$ cat src/rtl/klein_pkg.sv
// Shared constants, S-box and FSM state type for the KLEIN-80 decryption
// key schedule.
package klein_pkg;

  localparam int unsigned KLEIN_KEY_W  = 80;
  localparam int unsigned KLEIN_ROUNDS = 16;

  // Nibble i of this word is S(i); the table reads 7,4,A,9,1,F,B,0,C,3,2,6,8,E,D,5
  // from input 0 upward, stored LSB-first so the input nibble indexes it directly.
  localparam logic [63:0] SBOX = 64'h5DE8_623C_0BF1_9A47;

  typedef enum logic [1:0] {
    ST_IDLE = 2'd0,
    ST_EMIT = 2'd1,
    ST_DONE = 2'd2
  } klein_state_e;

  function automatic logic [3:0] sbox4(input logic [3:0] n);
    return SBOX[{n, 2'b00} +: 4];
  endfunction

  function automatic logic [7:0] sbox8(input logic [7:0] b);
    return {sbox4(b[7:4]), sbox4(b[3:0])};
  endfunction

endpackage

$ cat src/rtl/klein_inv_key_round.sv
// Combinational inverse of one KLEIN-80 key-schedule round: given the key
// after round rc, recover the key before it.
module klein_inv_key_round
  import klein_pkg::*;
(
  input  logic [KLEIN_KEY_W-1:0] key_i,
  input  logic [7:0]             rc_i,
  output logic [KLEIN_KEY_W-1:0] key_o
);

  logic [39:0] a_n;
  logic [39:0] b_n;
  logic [39:0] b_rot;
  logic [39:0] t;
  logic [39:0] a_rot;

  // The forward round XORs rc into byte 2 of the new A and runs bytes 1-2 of
  // the new B through S; S is an involution, so both steps undo themselves.
  always_comb begin
    a_n   = key_i[79:40];
    b_n   = key_i[39:0];

    b_rot          = a_n;
    b_rot[23:16]   = a_n[23:16] ^ rc_i;

    t              = b_n;
    t[31:24]       = sbox8(b_n[31:24]);
    t[23:16]       = sbox8(b_n[23:16]);

    a_rot          = t ^ b_rot;

    key_o = {a_rot[7:0], a_rot[39:8], b_rot[7:0], b_rot[39:8]};
  end

endmodule

$ cat src/rtl/klein_dec_key_sched.sv
// KLEIN-80 decryption key scheduler: loads the final schedule key and emits
// subkeys ROUNDS..0 one per handshake, undoing one round per accepted key.
module klein_dec_key_sched
  import klein_pkg::*;
#(
  parameter int unsigned ROUNDS = KLEIN_ROUNDS
) (
  input  logic                   clk,
  input  logic                   rst_n,
  input  logic                   start,
  input  logic [KLEIN_KEY_W-1:0] final_key,
  output logic                   busy,
  output logic                   rk_valid,
  input  logic                   rk_ready,
  output logic [KLEIN_KEY_W-1:0] round_key,
  output logic [4:0]             rk_index,
  output logic                   done
);

  klein_state_e           state_q, state_d;
  logic [KLEIN_KEY_W-1:0] key_q, key_d;
  logic [4:0]             idx_q, idx_d;
  logic [KLEIN_KEY_W-1:0] prev_key;

  klein_inv_key_round u_inv_round (
    .key_i (key_q),
    .rc_i  ({3'b000, idx_q}),
    .key_o (prev_key)
  );

  always_ff @(posedge clk or negedge rst_n) begin
    if (!rst_n) begin
      state_q <= ST_IDLE;
      key_q   <= '0;
      idx_q   <= '0;
    end else begin
      state_q <= state_d;
      key_q   <= key_d;
      idx_q   <= idx_d;
    end
  end

  always_comb begin
    state_d = state_q;
    key_d   = key_q;
    idx_d   = idx_q;
    unique case (state_q)
      ST_IDLE: begin
        if (start) begin
          key_d   = final_key;
          idx_d   = 5'(ROUNDS);
          state_d = ST_EMIT;
        end
      end
      ST_EMIT: begin
        if (rk_ready) begin
          if (idx_q != '0) begin
            key_d = prev_key;
            idx_d = idx_q - 5'd1;
          end else begin
            state_d = ST_DONE;
          end
        end
      end
      ST_DONE: begin
        state_d = ST_IDLE;
      end
      default: begin
        state_d = ST_IDLE;
      end
    endcase
  end

  assign busy      = (state_q == ST_EMIT);
  assign rk_valid  = (state_q == ST_EMIT);
  assign done      = (state_q == ST_DONE);
  assign round_key = key_q;
  assign rk_index  = idx_q;

endmodule

$ cat config.mk
export PLATFORM = sky130hd
export DESIGN_NAME = klein_dec_key_sched
export DESIGN_NICKNAME = d
export VERILOG_FILES = /design/src/rtl/klein_pkg.sv /design/src/rtl/klein_inv_key_round.sv /design/src/rtl/klein_dec_key_sched.sv
export SDC_FILE = /design/constraint.sdc
export NUM_CORES = 1
export LEC_CHECK = 0
export BUFFER_PORTS_ARGS = -buffer_cell sky130_fd_sc_hd__buf_2
export CAP_MARGIN = 20
export CORE_MARGIN = 2
export CORE_UTILIZATION = 51
export CTS_CLUSTER_SIZE = 28
export DETAILED_ROUTE_END_ITERATION = 10
export PLACE_DENSITY = 0.83
export SYNTH_ARGS = -nofsm -noshare
export SYNTH_HDL_FRONTEND = slang
export SYNTH_SLANG_ARGS = --single-unit
$ cat constraint.sdc
create_clock -name clk -period 2.3 [get_ports clk]
set_input_delay 0.23 -clock clk [delete_from_list [all_inputs] [get_ports clk]]
set_output_delay 0.23 -clock clk [all_outputs]
set_load 0.005 [all_outputs]
==> flow_results.org, run 1 <==
** Cells and area
- The post-route netlist has between 30% and 40% of its cells at a drive strength greater than 1.
- 0 antenna diodes ended up in the layout.
- Commonest non-fill, non-tap cell in the layout :: sky130_fd_sc_hd__buf_2
- NumNets Final :: between 800 and 900
- Relative to the synthesized area, the layout overhead comes to 21.0%.
- Commonest cells after routing, fill and taps aside :: sky130_fd_sc_hd__buf_2 (170), sky130_fd_sc_hd__nand2_1 (118), sky130_fd_sc_hd__dfrtp_1 (87)

** Setup path
- Endpoint of the worst register-to-register path :: round_key[18]$_DFFE_PN0P_
- At the worst endpoint, the arrival time is 2.37 ns.
- Crit path to :: round_key[18]$_DFFE_PN0P_
- The worst setup path is launched from a flip-flop.
- The worst register-to-register path begins at rk_index[0]$_DFFE_PN0P_.
- Required time reported for the critical path endpoint :: about 2.5 ns
- For the worst flop-to-flop path, the logic depth is 7.
- Reg-to-reg slack, setup :: between 0.1 and 0.15 ns
- Worst setup path class :: reg2reg
- Critical path fanouts, max :: 36
- The critical path starts at rk_index[0]$_DFFE_PN0P_.
- Critical Path End Type :: flip-flop

** Routing
- DR WL/cell :: approximately 18 um
- The highest layer touched by signal routing is met4.
- In this run the remaining antenna-violating nets after routing total 0.
- The routed design uses around 1100 um of met3 wire.
- For this block, wires on met1 add up to between 6000 and 7000 um.
- Number of vias in the routed layout :: around 4,800
- Met2 layer wire length in the routed design :: between 7000 and 8000 um
- Drt drc :: 0
- Number of violations reported at the end of detailed-routing iteration 0 :: about 330
- Via density per instance :: roughly 5.6
- Number of detailed-route iterations in the first pass :: 5
- Final wirelength :: 15,100 um

** Floorplan
- For this design the top-level I/O count stands at roughly 170.
- The die is approximately 100 um tall.
- From left edge to right edge, the die measures between 100 and 150 um.
- Initial Util :: between 50% and 60%
- Placeable Area :: approximately 0.01 mm^2
- Die area :: roughly 0.011 mm^2
- After floorplanning, the core was divided into 36 placement rows.

** STA
- Timing would allow up to 464 MHz.
- Summed over all failing endpoints, the final setup total negative slack is 0 ns.
- Final setup violating endpoints :: 0
- Final worst-path setup slack :: 0.143 ns
- Between clock sinks in the finished design, the worst skew comes to approximately 0.013 ns.
- Minimum period implied by the final worst setup slack :: around 2.2 ns
- For the pin with the worst max-slew slack, the measured transition is 0.684 ns.
- Headroom to the max-slew limit :: between 50% and 60%
- The number of max-slew violations in the final report came to 0.
- Final hold analysis gives a worst-case slack of 0.109 ns.
- The count of endpoints failing hold in the final timing report came to 0.
- The worst path uses 93.8% of the clock period.
- Setup repair after global routing left no endpoint under its margin.

** Yosys
- Post-synth top area cell :: sky130_fd_sc_hd__dfrtp_1
- Sequential cells were found to cover a little over two fifths of the synthesized design area.
- Cell count after synthesis :: ~570
- Post-synthesis instance area :: a little over 0.005 mm^2
- Avg Inst Size Synth :: slightly above 9 um^2
- The number of nets in the synthesized netlist is between 600 and 700.
- Number of warnings reported in the yosys synthesis log :: 0
- Asr flop ratio synth :: 100%
- Flop and latch count out of synthesis :: between 80 and 90
- EDFF count, synth :: 0
- Area fraction of the dominant cell type after synthesis :: a little over two fifths
- Most used flip-flop cell after synthesis :: sky130_fd_sc_hd__dfrtp_1
- After synthesis, the cell types taking the most area are sky130_fd_sc_hd__dfrtp_1 (42%), sky130_fd_sc_hd__nand2_1 (8.6%), sky130_fd_sc_hd__xnor2_1 (7.0%).
- The synthesized netlist contains 39 unique library cells.

** Clock network
- The H-tree was split into 3 levels.
- In this run, CTS created clock tree buffers numbering 9.
- Once the clock tree was built, the setup fixing pass inserted 0 buffers.
- Clock latency reported for the late side of the worst-skew pair :: about 0.37 ns
- TritonCTS built the clock tree.
- Clock-pin slew was measured on the worst setup and hold paths at approximately 0.09 ns.
- Total number of clock tree sinks :: 87
- Clk buf depth :: 2
- Gates resized during post-CTS repair numbered 0.
- Cell chosen for the clock root :: sky130_fd_sc_hd__clkbuf_8
- Post-CTS Hold Fix Bufs :: 1

** Placed design
- Setup Slack @ Placement :: between 0.15 and 0.2 ns
- The count of buffers added on input and output ports is 171.
- Global placer's final weighted congestion :: a little under 0.9
- Post-DP HPWL :: 11,200 um

** Worst hold path
- The worst hold path belongs to the class in2reg.

** Status
- The flow ran to the end, and the final reports show no timing, DRC or antenna violations.

** Global routing
- Overall track demand over capacity in global routing :: ~28%
- First-pass GRT wire length :: 24,100 um
- The via count of the first global-routing pass is 4,569.
- Total grt overflow :: 0
- Entering global routing, the biggest net connects roughly 90 pins.
- The initial antenna violation count came to 0.

** Power
- Static Leakage :: 2.95 nW
- Power spread over the standard cell area amounts to 1680 mW/mm^2.
- Summing internal, switching and leakage power gives ~10 mW.
- Worst vdd ir :: around 0.70 mV

** Flow run
- The tool flagged a number of max-cap violations equal to 0.
how the worst min path moves through the flow:
stage | from | endpoint | slack (ns) | cells past startpoint
floorplan | rst_n | rk_index[0]$_DFFE_PN0P_ | -0.07 | 0
global placement | rst_n | round_key[51]$_DFFE_PN0P_ | 0.30 | 2
detailed placement | rst_n | round_key[50]$_DFFE_PN0P_ | 0.30 | 2
CTS | final_key[4] | round_key[4]$_DFFE_PN0P_ | 0.10 | 3
global route | final_key[37] | round_key[37]$_DFFE_PN0P_ | 0.11 | 3
finish | final_key[4] | round_key[4]$_DFFE_PN0P_ | 0.11 | 3
where the power goes:
group,total (mW),switching [mW],internal [mW]
logic,5.90,3.12,2.78
clock network,1.08,0.546,0.532
registers,3.49,1.18,2.31
metal layers:
metal,vias up,global-route usage [%]
met3,21,4.89
met1,2322,38.3
met4,0,8.78
li1,2219,-
met5,-,0
met2,220,46.0
flip-flops by register name (all words and copies together) (netlist names):
register and flops:
round_key 80, rk_index 5, state_q 2
stage by stage:
step	utilization (%)	instance area [um^2]	std cells
after global placement	61.6	6020	841
after floorplan	-	5140	565
after CTS	63.7	6220	858
after detailed placement	61.6	6020	841
after global routing	63.7	6220	858
final	63.7	6220	858
kinds of logic (layout without fill, tap and decap cells):
logic type,count (synthesis),after routing,synth area share (%)
fa+ha+maj,20,20,4.87
flops,87,87,42.3
mux,14,14,6.13
buf+inv,58,218,6.76
xor+xnor,47,47,8.00
compound gates,124,124,15.1
simple gates,215,215,16.8
final cells by class:
| type | instances | area, um^2 |
|---|---|---|
| Clock buffer | 13 | 149 |
| Tap cell | 133 | 166 |
| Inverter | 21 | 78.8 |
| Sequential cell | 87 | 2180 |
| Timing Repair Buffer | 181 | 986 |
| Clock inverter | 3 | 42.5 |
| Multi-Input combinational cell | 420 | 2630 |
| Fill cell | 842 | 3550 |
synth_stat cells (all sizes together) (2+ instances only):
cell type / number
a31oi: 36
o21ai: 36
xor2: 6
o211ai: 12
a211oi: 2
nand2: 118
and3: 2
inv: 20
ha: 20
nor2: 73
dfrtp: 87
xnor2: 41
clkbuf: 22
buf: 15
mux4: 14
nand3: 13
a21oi: 35
critical path, stage by stage, from the launching register on:
cell	delay, ns
sky130_fd_sc_hd__dfrtp_1	0.46
sky130_fd_sc_hd__inv_1	0.09
sky130_fd_sc_hd__ha_1	0.19
sky130_fd_sc_hd__or4b_4	0.51
sky130_fd_sc_hd__a31o_2	0.30
sky130_fd_sc_hd__buf_4	0.24
sky130_fd_sc_hd__nor2_1	0.15
sky130_fd_sc_hd__a31oi_1	0.07
Power figures use the tool's default switching activity.
==> run 2, diff against run 1 <==
Settings changed: PLACE_DENSITY 0.83 to 0.86.
==> flow_results.org, run 2 (same netlist as run 1, synthesis figures left out) <==
** STA
- After routing, the total negative slack on setup checks comes to 0 ns.
- Of the available clock period, the critical path in the final layout requires around 93%.
- Headroom to the max-slew limit :: 53.8%
- The number of max-slew violations in the final report was 0.
- The routed design could run at a clock period as short as around 2.1 ns.
- Final setup violating endpoints :: 0
- For the pin with the worst max-slew slack, the measured transition is slightly below 0.7 ns.
- The clock arrives with 0.00969 ns of skew.
- Timing would allow up to approximately 470 MHz.
- The count of endpoints failing hold in the final timing report was 0.
- Setup repair after global routing left no endpoint under its margin.
- Hold timing on the final database bottoms out at a slack of roughly 0.10 ns.

** Placed design
- Cells after DPL :: 841
- Detailed placement finished with a half-perimeter wire length of 11,800 um.
- Number of I/O port buffers :: between 150 and 200
- Placed standard-cell area :: approximately 0.0060 mm^2
- Global placer's final weighted congestion :: between 0.8 and 0.9

** Cells and area
- NumNets Final :: 824
- Count of fill cells added during filler insertion :: roughly 800
- In the final layout, the multi-input gates occupy 0.00263 mm^2.
- Fraction of layout instances using a drive strength above 1 :: around a third
- The library cells used most frequently in the layout, excluding fill and tap cells, are sky130_fd_sc_hd__buf_2 (170), sky130_fd_sc_hd__nand2_1 (118), sky130_fd_sc_hd__dfrtp_1 (87).
- Post-Layout Inst Area :: 0.00625 mm^2
- Max FFs per register :: 80
- Synth-to-layout area growth :: 21.6%
- Leaving out fill and tap cells, the most frequent cell in the layout is sky130_fd_sc_hd__buf_2.
- Area occupied by registers :: about 0.0022 mm^2
- Non-filler cells, final :: ~860
- The repair_antennas step left the layout with diodes totalling 0.

** Global routing
- Via count of the first global-routing pass :: 4,785
- The first global-routing pass estimated around 25,000 um of wire.
- Across every metal layer, demand over resource in global routing totals slightly below 30%.
- Initial antenna violation count :: 0
- Maximum number of pins on one net before global-route repair :: 85
- Total grt overflow :: 0

** Setup path
- STA classifies the critical path startpoint as a flip-flop.
- Required time reported for the critical path endpoint :: ~2.5 ns
- By startpoint and endpoint, the worst setup path is classified as reg2reg.
- Endpoint of the worst register-to-register path :: round_key[14]$_DFFE_PN0P_
- Reg-to-reg slack, setup :: approximately 0.16 ns
- Critical Path End Type :: flip-flop
- R2r startpoint :: rk_index[0]$_DFFE_PN0P_
- Number of cells traversed by the worst register-to-register path :: 7
- Critical path fanouts, max :: between 40 and 50
- Data arrives at the worst endpoint at between 2 and 2.5 ns.

** Clock network
- Clock latency reported for the late side of the worst-skew pair :: roughly 0.37 ns
- TritonCTS built the clock tree.
- The clock passes through at most 2 buffers.
- The cell sitting at the root of the clock tree is a sky130_fd_sc_hd__clkbuf_8.
- Post CTS Setup Buffer Count :: 0
- Number of buffers inserted during clock tree synthesis :: 9
- The clock drives between 80 and 90 sinks.
- Clk slew on worst S/H paths :: 0.09 ns
- # H-tree levels :: 3

** Routing
- Drt drc :: 0
- Via density per instance :: roughly 5.7
- Summed over all layers, the routed wires come to about 16,000 um.
- Number of violations reported at the end of detailed-routing iteration 0 :: approximately 420
- DR WL/cell :: approximately 18 um
- Detailed routing inserted a total of between 4,000 and 5,000 vias.
- The detail route stage leaves a number of antenna-violating nets equal to 0.
- Number of detailed-route iterations in the first pass :: 5

** Worst hold path
- Depth of the worst hold-timing path :: 3
- Type of the most critical hold path :: in2reg
- For hold timing, the worst endpoint is round_key[38]$_DFFE_PN0P_.
- The startpoint identified for the worst hold timing path is final_key[38].

** Floorplan
- Horiz. Die Dim :: roughly 100 um
- Number of top-level pins :: 172
- The core region is 0.00977 mm^2.
- For this configuration, the core starts out at a cell density of between 50% and 60%.
- The die is 104 um tall.
- The floorplan step defined a die boundary enclosing about 0.011 mm^2.
- After floorplanning, the core was divided into 36 placement rows.

** Flow run
- Max-cap violations in this run came to 0.

** Status
- The run finished with clean final reports.

** Power
- Summed over all cells, the static leakage comes to a little under 3 nW.
- The worst-case IR drop observed on VDD is slightly below 0.9 mV.
- In this run the power density over the cells is 1710 mW/mm^2.
- Overall power :: ~11 mW
run 2: stage by stage:
stage | util [%] | setup slack, ns
6_report | 64.0 | 0.158
2_1_floorplan | - | 0.345
5_1_grt | 64.0 | 0.0313
4_1_cts | 63.9 | 0.104
3_5_place_dp | 61.6 | 0.118
3_3_place_gp | 61.6 | 0.269
run 2: metal layers:
metal,GRT usage (%),up-vias,routed length (um)
met1,38.3,2362,6320
met2,47.5,260,7490
li1,-,2215,-
met4,12.4,0,524
met5,0,-,0
met3,5.33,36,1320
run 2: critical path, stage by stage (launching register included):
cell and delay [ns]:
sky130_fd_sc_hd__dfrtp_1 0.45, sky130_fd_sc_hd__inv_1 0.11, sky130_fd_sc_hd__ha_1 0.20, sky130_fd_sc_hd__or4b_4 0.52
sky130_fd_sc_hd__a31o_2 0.30, sky130_fd_sc_hd__buf_6 0.20, sky130_fd_sc_hd__nor2_1 0.14, sky130_fd_sc_hd__a31oi_1 0.07
run 2: cell type report:
cell class | count | share of cell area, %
tap | 133 | 2.66
sequential | 87 | 34.8
timing repair buffer | 181 | 15.8
clock inverter | 6 | 1.48
inverter | 21 | 1.26
clock buffer | 9 | 1.98
multi-input combinational | 420 | 42.0
run 2: how the worst max path moves through the flow:
stage	startpoint	to	slack, ns	cells after the start
3_5_place_dp	rk_index[0]$_DFFE_PN0P_	round_key[14]$_DFFE_PN0P_	0.12	7
3_3_place_gp	rk_index[1]$_DFFE_PN0P_	round_key[23]$_DFFE_PN0P_	0.27	7
5_1_grt	rk_index[0]$_DFFE_PN0P_	round_key[63]$_DFFE_PN0P_	0.03	5
4_1_cts	rk_index[0]$_DFFE_PN0P_	round_key[14]$_DFFE_PN0P_	0.10	7
2_1_floorplan	rk_index[0]$_DFFE_PN0P_	rk_index[2]$_DFFE_PN0P_	0.35	8
6_report	rk_index[0]$_DFFE_PN0P_	round_key[14]$_DFFE_PN0P_	0.16	7
run 2: report_power, final:
part           switching [mW]  internal, mW  leakage, nW
clock                   0.590         0.613        0.102
sequential               1.19          2.31         1.05
combinational            3.20          2.79         1.81
run 2: repair_timing:
action	in CTS	in global routing
endpoints found under the setup margin	0	3
resized for setup	0	1
endpoints found under the hold margin	38	0
hold buffers	1	0
